<file path="src/rtl/mem_arbiter.sv">
// mem_arbiter: arbitrates two cache clients (0 = I-side, 1 = D-side) onto a
// single-outstanding memory port, with round-robin tie breaking, a BUSY
// timeout that lands in a sticky ERROR state, and registered outputs.
// Build macro ARB_FIXED_PRIO_EN: simultaneous requests always go to client 1.
module mem_arbiter #(
    parameter int TIMEOUT = 255
) (
    input  logic        clk,
    input  logic        areset,
    input  logic        c0_read,
    input  logic        c0_write,
    input  logic [31:0] c0_address,
    input  logic [31:0] c0_wdata,
    output logic        c0_write_back,
    output logic        c0_read_allocate,
    output logic [31:0] c0_rdata,
    input  logic        c1_read,
    input  logic        c1_write,
    input  logic [31:0] c1_address,
    input  logic [31:0] c1_wdata,
    output logic        c1_write_back,
    output logic        c1_read_allocate,
    output logic [31:0] c1_rdata,
    output logic        mem_req,
    output logic        mem_we,
    output logic [31:0] mem_addr,
    output logic [31:0] mem_wdata,
    input  logic [31:0] mem_rdata,
    input  logic        mem_ack,
    output logic        err,
    output logic        owner
);

    typedef enum logic [1:0] {
        IDLE  = 2'd0,
        BUSY  = 2'd1,
        DONE  = 2'd2,
        ERROR = 2'd3
    } state_t;

    // Counter value seen in the last BUSY cycle allowed before timing out
    localparam logic [7:0] TIMEOUT_LAST = 8'(TIMEOUT - 1);

    state_t      state, state_next;
    logic [7:0]  timeout_cnt, timeout_cnt_next;
    logic        mem_req_next, mem_we_next, err_next, owner_next;
    logic [31:0] mem_addr_next, mem_wdata_next;
    logic [31:0] c0_rdata_next, c1_rdata_next;
    logic        c0_write_back_next, c0_read_allocate_next;
    logic        c1_write_back_next, c1_read_allocate_next;
    logic        c0_pending, c1_pending, tie_grant, grant;

    assign c0_pending = c0_read | c0_write;
    assign c1_pending = c1_read | c1_write;

`ifdef ARB_FIXED_PRIO_EN
    assign tie_grant = 1'b1;
`else
    logic last_grant;
    assign tie_grant = ~last_grant;

    // Remember who completed last so the next tie goes to the other client
    always_ff @(posedge clk or posedge areset) begin
        if (areset) begin
            last_grant <= 1'b1;
        end else if (state == DONE) begin
            last_grant <= owner;
        end
    end
`endif

    assign grant = (c0_pending && c1_pending) ? tie_grant : c1_pending;

    // Next-state and next-output computation; every output is registered below
    always_comb begin
        state_next            = state;
        timeout_cnt_next      = timeout_cnt;
        mem_req_next          = mem_req;
        mem_we_next           = mem_we;
        mem_addr_next         = mem_addr;
        mem_wdata_next        = mem_wdata;
        err_next              = err;
        owner_next            = owner;
        c0_rdata_next         = c0_rdata;
        c1_rdata_next         = c1_rdata;
        c0_write_back_next    = 1'b0;
        c0_read_allocate_next = 1'b0;
        c1_write_back_next    = 1'b0;
        c1_read_allocate_next = 1'b0;

        case (state)
            IDLE: begin
                if (c0_pending || c1_pending) begin
                    owner_next       = grant;
                    mem_we_next      = grant ? c1_write : c0_write;
                    mem_addr_next    = grant ? c1_address : c0_address;
                    mem_wdata_next   = grant ? c1_wdata : c0_wdata;
                    mem_req_next     = 1'b1;
                    timeout_cnt_next = 8'd0;
                    state_next       = BUSY;
                end
            end
            BUSY: begin
                if (mem_ack) begin
                    mem_req_next          = 1'b0;
                    state_next            = DONE;
                    c0_write_back_next    = ~owner & mem_we;
                    c0_read_allocate_next = ~owner & ~mem_we;
                    c1_write_back_next    = owner & mem_we;
                    c1_read_allocate_next = owner & ~mem_we;
                    if (!mem_we) begin
                        if (owner) begin
                            c1_rdata_next = mem_rdata;
                        end else begin
                            c0_rdata_next = mem_rdata;
                        end
                    end
                end else if (timeout_cnt == TIMEOUT_LAST) begin
                    mem_req_next = 1'b0;
                    err_next     = 1'b1;
                    state_next   = ERROR;
                end else begin
                    timeout_cnt_next = timeout_cnt + 8'd1;
                end
            end
            DONE: begin
                state_next = IDLE;
            end
            ERROR: begin
                state_next = ERROR;
            end
            default: begin
                state_next = IDLE;
            end
        endcase
    end

    // State and output registers, cleared asynchronously by areset
    always_ff @(posedge clk or posedge areset) begin
        if (areset) begin
            state            <= IDLE;
            timeout_cnt      <= 8'd0;
            mem_req          <= 1'b0;
            mem_we           <= 1'b0;
            mem_addr         <= 32'd0;
            mem_wdata        <= 32'd0;
            err              <= 1'b0;
            owner            <= 1'b0;
            c0_rdata         <= 32'd0;
            c1_rdata         <= 32'd0;
            c0_write_back    <= 1'b0;
            c0_read_allocate <= 1'b0;
            c1_write_back    <= 1'b0;
            c1_read_allocate <= 1'b0;
        end else begin
            state            <= state_next;
            timeout_cnt      <= timeout_cnt_next;
            mem_req          <= mem_req_next;
            mem_we           <= mem_we_next;
            mem_addr         <= mem_addr_next;
            mem_wdata        <= mem_wdata_next;
            err              <= err_next;
            owner            <= owner_next;
            c0_rdata         <= c0_rdata_next;
            c1_rdata         <= c1_rdata_next;
            c0_write_back    <= c0_write_back_next;
            c0_read_allocate <= c0_read_allocate_next;
            c1_write_back    <= c1_write_back_next;
            c1_read_allocate <= c1_read_allocate_next;
        end
    end

endmodule

</file>
<file path="config.mk">
export PLATFORM = sky130hd
export DESIGN_NAME = mem_arbiter
export DESIGN_NICKNAME = d
export VERILOG_FILES = /design/src/rtl/mem_arbiter.sv
export SDC_FILE = /design/constraint.sdc
export NUM_CORES = 1
export LEC_CHECK = 0
export ABC_AREA = 1
export CAP_MARGIN = 20
export CORE_ASPECT_RATIO = 0.75
export CORE_MARGIN = 3
export CORE_UTILIZATION = 44
export DETAILED_ROUTE_END_ITERATION = 7
export GPL_TIMING_DRIVEN = 0
export HOLD_SLACK_MARGIN = 0.15
export PLACE_DENSITY = 0.92
export SLEW_MARGIN = 20
export SYNTH_ARGS = -nofsm -noshare
export SYNTH_HDL_FRONTEND = slang
export SYNTH_SLANG_ARGS = --single-unit
</file>
<file path="constraint.sdc">
create_clock -name clk -period 8.8 [get_ports clk]
set_input_delay 2.64 -clock clk [delete_from_list [all_inputs] [get_ports clk]]
set_output_delay 2.64 -clock clk [all_outputs]
set_load 0.01 [all_outputs]
</file>
==> results.md <==
* Final #Nets at 1193
* Total gr overflow at 0
* Syn. warnings at 0
* Routability cong. at between 0.8 and 0.9
* Hpwl dp at 17100 um
* Avg Cell Area, Syn at 9.34 um^2
* Synth area leader: dfrtp_1
* Max-Cap Viols at 0
* Syn_nets at around 870
* Core region area at about 14000 um^2
* TritonCTS Buffers at 17
* Share of layout cells above drive strength 1 at roughly 15%
* GR Util All Layers at roughly 27%
* Top cells by count, synth: 156 x nand2_1, 146 x dfrtp_1, 76 x o21ai_0, 72 x nor2_1, 71 x o21ai_1
* Reg power frac at about a third
* Switching Fraction at about two fifths
* Io pins at 303
* Max frequency at 0.245 GHz
* Post-cts hold buffer count at 0
* CP arrival at 1.44 ns
* Slew HR at between 60 and 70%
* CP delay by family, top: buffers and inverters
* Largest net degree at the start of global routing at around 100
* Clock Latency Late Sink at 0.41 ns
* Area Overhead vs Synth at 59.5%
* RSZ-0062 raised after global routing: no
* Status: finished clean
* Logic pwr share at 47.4%
* WP buf/inv at 1
* Final setup fails at 0
* Initial Utilization at 46.4%
* Clock power frac at 20.5%
* Total clock sinks at 147
* Top-area cell type share of the netlist area at 55.7%
* Row count at 37
* Post-synthesis adder-cell area fraction at less than 1%
* Largest family of logic cells by synthesized area: compound AO/OA/AOI/OAI gates
* CP max stage delay at about 0.58 ns
* Iter 0 DRT Violations at 365
* Critical Path Slowest Stage Cell: clkdlybuf4s50_1
* Ys async rst share at 100%
* Worst Setup Start Kind: register
* PortBufs at 302
* DRC at 0
* Fin. Hold Viols at 0
* Simple-gate area share of the yosys netlist at between 10% and 20%
* Xor/xnor share of the synthesized area at 0.401%
* Period utilization at 46.4%
* Crit-path cells: clkdlybuf4s50_1
* Worst EP required at around 6.2 ns
* Post-route setup TNS at 0 ns
* Post-DR vias/cell at approximately 5.1
* Top FF cell, synth: dfrtp_1
* Cell with the most instances after synthesis: nand2_1
* Number of max-slew violations in the final report at 0
* Compound-Gate Fraction of Synth Area at between 10% and 20%
* Leakage at 0.00470 uW
* Crit path kind: reg2out
* Min Tclk post-route at 4.08 ns
* Post-CTS sizing at 0
* Net Sw Power at 1370 uW
* Number of H-tree levels at 4
* DRT Pass-1 Iters at 5
* Worst clock skew at 0.0123 ns
* Chip Height at roughly 110 um
* Root Driver: clkbuf_16
* CP Max Fanout at 5
* Post-CTS setup buffers at 0
* Post-synthesis cell area at roughly 6600 um^2
* Critical path capture point type: output pin
* Vias post-DR at 6323
* Final ANT Viol Nets at 0
* Hold crit path type: reg2reg
* Clock slew at reported path FFs at 0.07 ns
* Gate Count Post-Synth at approximately 700
* Post-synthesis sequential area ratio at between 50 and 60%
* Bufs on Longest Clock Path at 2
* Max VDD drop at 0.000176 V
* Int Pwr at 2230 uW
* Total chip power at 3610 uW
* Synth Register Bits at between 100 and 150
* N_diodes at 0
* Fillers at 926
* Post-synthesis mux area share at 0%
* PD cells at 345 nW/um^2
* CTS tree: done
* WL/cell at approximately 18 um
* WL final at 22500 um
* Number of flops mapped to enable cells by yosys at 0
* Initial antenna violation count at 0
* Synth cell types at 30
* Die width at around 150 um
* Vias in the first global route at 6525
* First-pass GRT wire length at around 34000 um
* Synth area leaders: dfrtp_1 56%, nand2_1 8.9%, o21ai_2 6.9%
* Worst Tran Pin Value at 0.511 ns
* Die area at 16400 um^2
## power by group through the flow
stage | registers [uW] | clock network (uW) | logic (uW)
finish | 1160 | 740 | 1710
global route | 1190 | 771 | 1830
CTS | 1150 | 749 | 1720
detailed placement | 1160 | 0 | 1710
global placement | 1140 | 0 | 1640
floorplan | 1270 | 0 | 673
## cell usage in the layout, fill, tap and decap left out, types with 17 or more instances in the layout
| cell type | count |
|---|---|
| o21ai_1 | 71 |
| nor2_1 | 72 |
| o21ai_2 | 52 |
| clkbuf_16 | 17 |
| o21ai_0 | 76 |
| inv_1 | 47 |
| buf_2 | 19 |
| dfrtp_1 | 146 |
| nand2_1 | 156 |
| buf_6 | 19 |
| clkdlybuf4s50_1 | 302 |
## per-stage QoR
stage | instances | setup WS (ns) | cell area [um^2] | util, % | hold WS, ns
after global placement | 1199 | 0.275 | 9820 | 69.6 | 0.462
after CTS | 1232 | 4.69 | 10500 | 74.1 | 0.482
after floorplan | 702 | 2.21 | 6550 | - | 0.449
after global routing | 1232 | 4.67 | 10500 | 74.1 | 0.503
final | 1232 | 4.72 | 10500 | 74.1 | 0.481
after detailed placement | 1200 | 4.55 | 9860 | 69.8 | 0.468
## layer usage
layer | global-route usage, % | vias to the layer above | share of wire [%]
li1 | - | 2919 | -
met2 | 49.2 | 312 | 53
met1 | 28.9 | 3041 | 36
met4 | 9.44 | 0 | 3.1
met5 | 0 | - | 0
met3 | 8.83 | 51 | 8.7
## registers in the layout, indices dropped and copies added (netlist names), 2 cells and up
signal and cells:
c1_rdata 32, mem_addr 32, c0_rdata 32, mem_wdata 32
state 2, timeout_cnt 8
## tightest hold or removal path, cell delays in order, from the launching register on
cell and delay [ns]:
dfrtp_1 0.34, nand2_1 0.06, o21ai_2 0.05
## final timing paths
path | cells after the start | start | end | slack (ns)
worst max-delay path | 1 | owner$_DFFE_PP0P_ | owner | 4.72
worst min-delay path | 2 | c0_rdata[2]$_DFFE_PP0P_ | c0_rdata[2]$_DFFE_PP0P_ | 0.48
worst max register to register | 9 | timeout_cnt[0]$_DFFE_PP0P_ | state[0]$_DFFE_PP0P_ | 7.26
worst min register to register | 2 | c0_rdata[2]$_DFFE_PP0P_ | c0_rdata[2]$_DFFE_PP0P_ | 0.48
max in group asynchronous | 3 | areset | mem_wdata[19]$_DFFE_PP0P_ | 5.38
min in group asynchronous | 2 | areset | c0_read_allocate$_DFF_PP0_ | 2.61
## logic make-up (layout without fill, tap and decap cells)
family,Yosys count,in the layout
adder cells (fa/ha/maj),2,2
buffers and inverters,94,429
XOR/XNOR,3,3
AND/OR/NAND/NOR,252,252
AO/OA/AOI/OAI,204,204
flip-flops,147,147
## final cells by class
class	instances	area [um^2]	share of cell area, %
sequential	147	3680	35.2
timing repair buffer	303	3050	29.2
multi-input combinational	461	2330	22.3
clock buffer	18	439	4.20
buffer	41	334	3.19
tap	195	244	2.33
inverter	53	214	2.05
clock inverter	14	161	1.54
Note: power is estimated with default switching activity, not from simulation.
==> edit, RTL diff (same settings) <==
Make the reset (`areset`) synchronous in 2 clocked blocks. Comments in the files are not updated.
--- a/src/rtl/mem_arbiter.sv
+++ b/src/rtl/mem_arbiter.sv
@@ -60,7 +60,7 @@
     assign tie_grant = ~last_grant;
 
     // Remember who completed last so the next tie goes to the other client
-    always_ff @(posedge clk or posedge areset) begin
+    always_ff @(posedge clk) begin
         if (areset) begin
             last_grant <= 1'b1;
         end else if (state == DONE) begin
@@ -136,7 +136,7 @@
     end
 
     // State and output registers, cleared asynchronously by areset
-    always_ff @(posedge clk or posedge areset) begin
+    always_ff @(posedge clk) begin
         if (areset) begin
             state            <= IDLE;
             timeout_cnt      <= 8'd0;
Function: differs if areset is asserted again (counterexample within 4 cycles, from zero or initial values and one cycle with areset high); with areset held inactive, the same outputs for 4 cycles.
==> edit against the original RTL <==
Design area down 2.2%. Sequential cell count is the same. Global-route usage decreased by 0.87 points. Routed wire length shrank 4.1%. Setup slack got worse by 0.051 ns. Critical path depth is the same. Area after synthesis decreased by 2.6%. Critical path type unchanged. Highest routed layer unchanged.
Power is not compared: it rests on default switching activity, and its combinational part moved more than twofold at a synthesized area within 25%.
==> edit: results (changes against the original RTL) <==
global_route:
  grt_pass1_vias: 6766  # +3.7%
  use_met3_pct: 7.233  # -1.6 points
  grt_first_pass_wirelength_mm: 33.47  # -2.7%
  use_met2_pct: 45.68  # -3.5 points
  met1_usage_pct: 31.00  # +2.1 points
  grt_start_max_net_pins: 18  # -82%
  grt_util_all_layers_pct: 25.89  # -0.87 points
synth:
  yosysWarnings: 0  # unchanged
  synth_top_cells_by_count: "271 x nor2_1, 226 x nand2_1, 147 x dfxtp_1, 78 x inv_1, 70 x nand3_1"
  synth.avg_cell_area_sq_um: 6.673  # -29%
  async_flop_share_pct: 0  # -100 points
  synth.area.top_cells: "dfxtp_1 46%, nor2_1 16%, nand2_1 13%, nand3_1 5.5%, o21ai_0 5.1%"
  synthAdderAreaFrac_pct: 0.3918  # +0.010 points
  synth_compound_area_share_pct: 6.642  # -12 points
  synth_flop_cell: "dfxtp_1"
  yosysSeqAreaShare_pct: 46.08  # -10 points
  synthXorXnorAreaFrac_pct: 0  # -0.40 points
  synth_cell_type_count: 24  # -20%
  syn-num-nets: 1126  # +29%
placed_design:
  place.gp.congestion: 0.8804  # -1.4%
  post_dp_cell_area_sq_um: 9643  # -2.2%
  dp_hpwl_mm: 16.74  # -2.1%
  portBuffers: 301  # -0.33%
  dp_slack_ns: 4.348  # -0.2061 ns
finish:
  instances_no_fill: 1485  # +21%
  drive_gt1_share_pct: 6.667  # -7.9 points
  nets: 1446  # +21%
critical_path:
  critPathMaxStageDelay_ns: 0.62  # +0.04 ns
  arrival_ns: 1.49  # +0.05 ns
  reg2reg_depth: 8  # -1
detailed_routing:
  dr.first_iter.drc_count: 343  # -6.0%
  wl_met2_mm: 10.49  # -11%
  totalWireLength_mm: 21.55  # -4.1%
  wl_met3_mm: 1.761  # -9.6%
  vias: 7144  # +13%
  wl_met1_mm: 8.773  # +9.7%
status:
  status: "complete, no violations"
timing:
  max_slew_margin_pct: 61.73  # -4.2 points
power_and_ir_drop:
  clk-power_uw: 708
[edit: cell count changes after synthesis, moves of 11 or more]
cell	change
dfxtp_1	+147
nand3_1	+66
nor2_1	+199
o21ai_0	-11
o21ai_1	-68
buf_6	-12
o21ai_2	-52
dfrtp_1	-146
inv_1	+30
clkbuf_1	+19
nand2_1	+70
[edit: final cells by class]
class / count / area [sq um]
Clock inverter: 15 / 160.2
Multi-Input combinational cell: 670 / 2805
Timing Repair Buffer: 301 / 3013
Buffer: 57 / 326.6
Tap cell: 195 / 244.0
Fill cell: 1089 / 3706
Clock buffer: 17 / 425.4
Inverter: 83 / 311.5
Sequential cell: 147 / 2943
[edit: worst paths after layout]
check	endpoint	slack [ns]	startpoint
worst min register to register	c0_rdata[26]	0.48	c0_rdata[26]
worst max register to register	mem_wdata[5]	7.10	state[0]
worst max-delay path	owner	4.67	owner
worst min-delay path	c0_rdata[26]	0.48	c0_rdata[26]
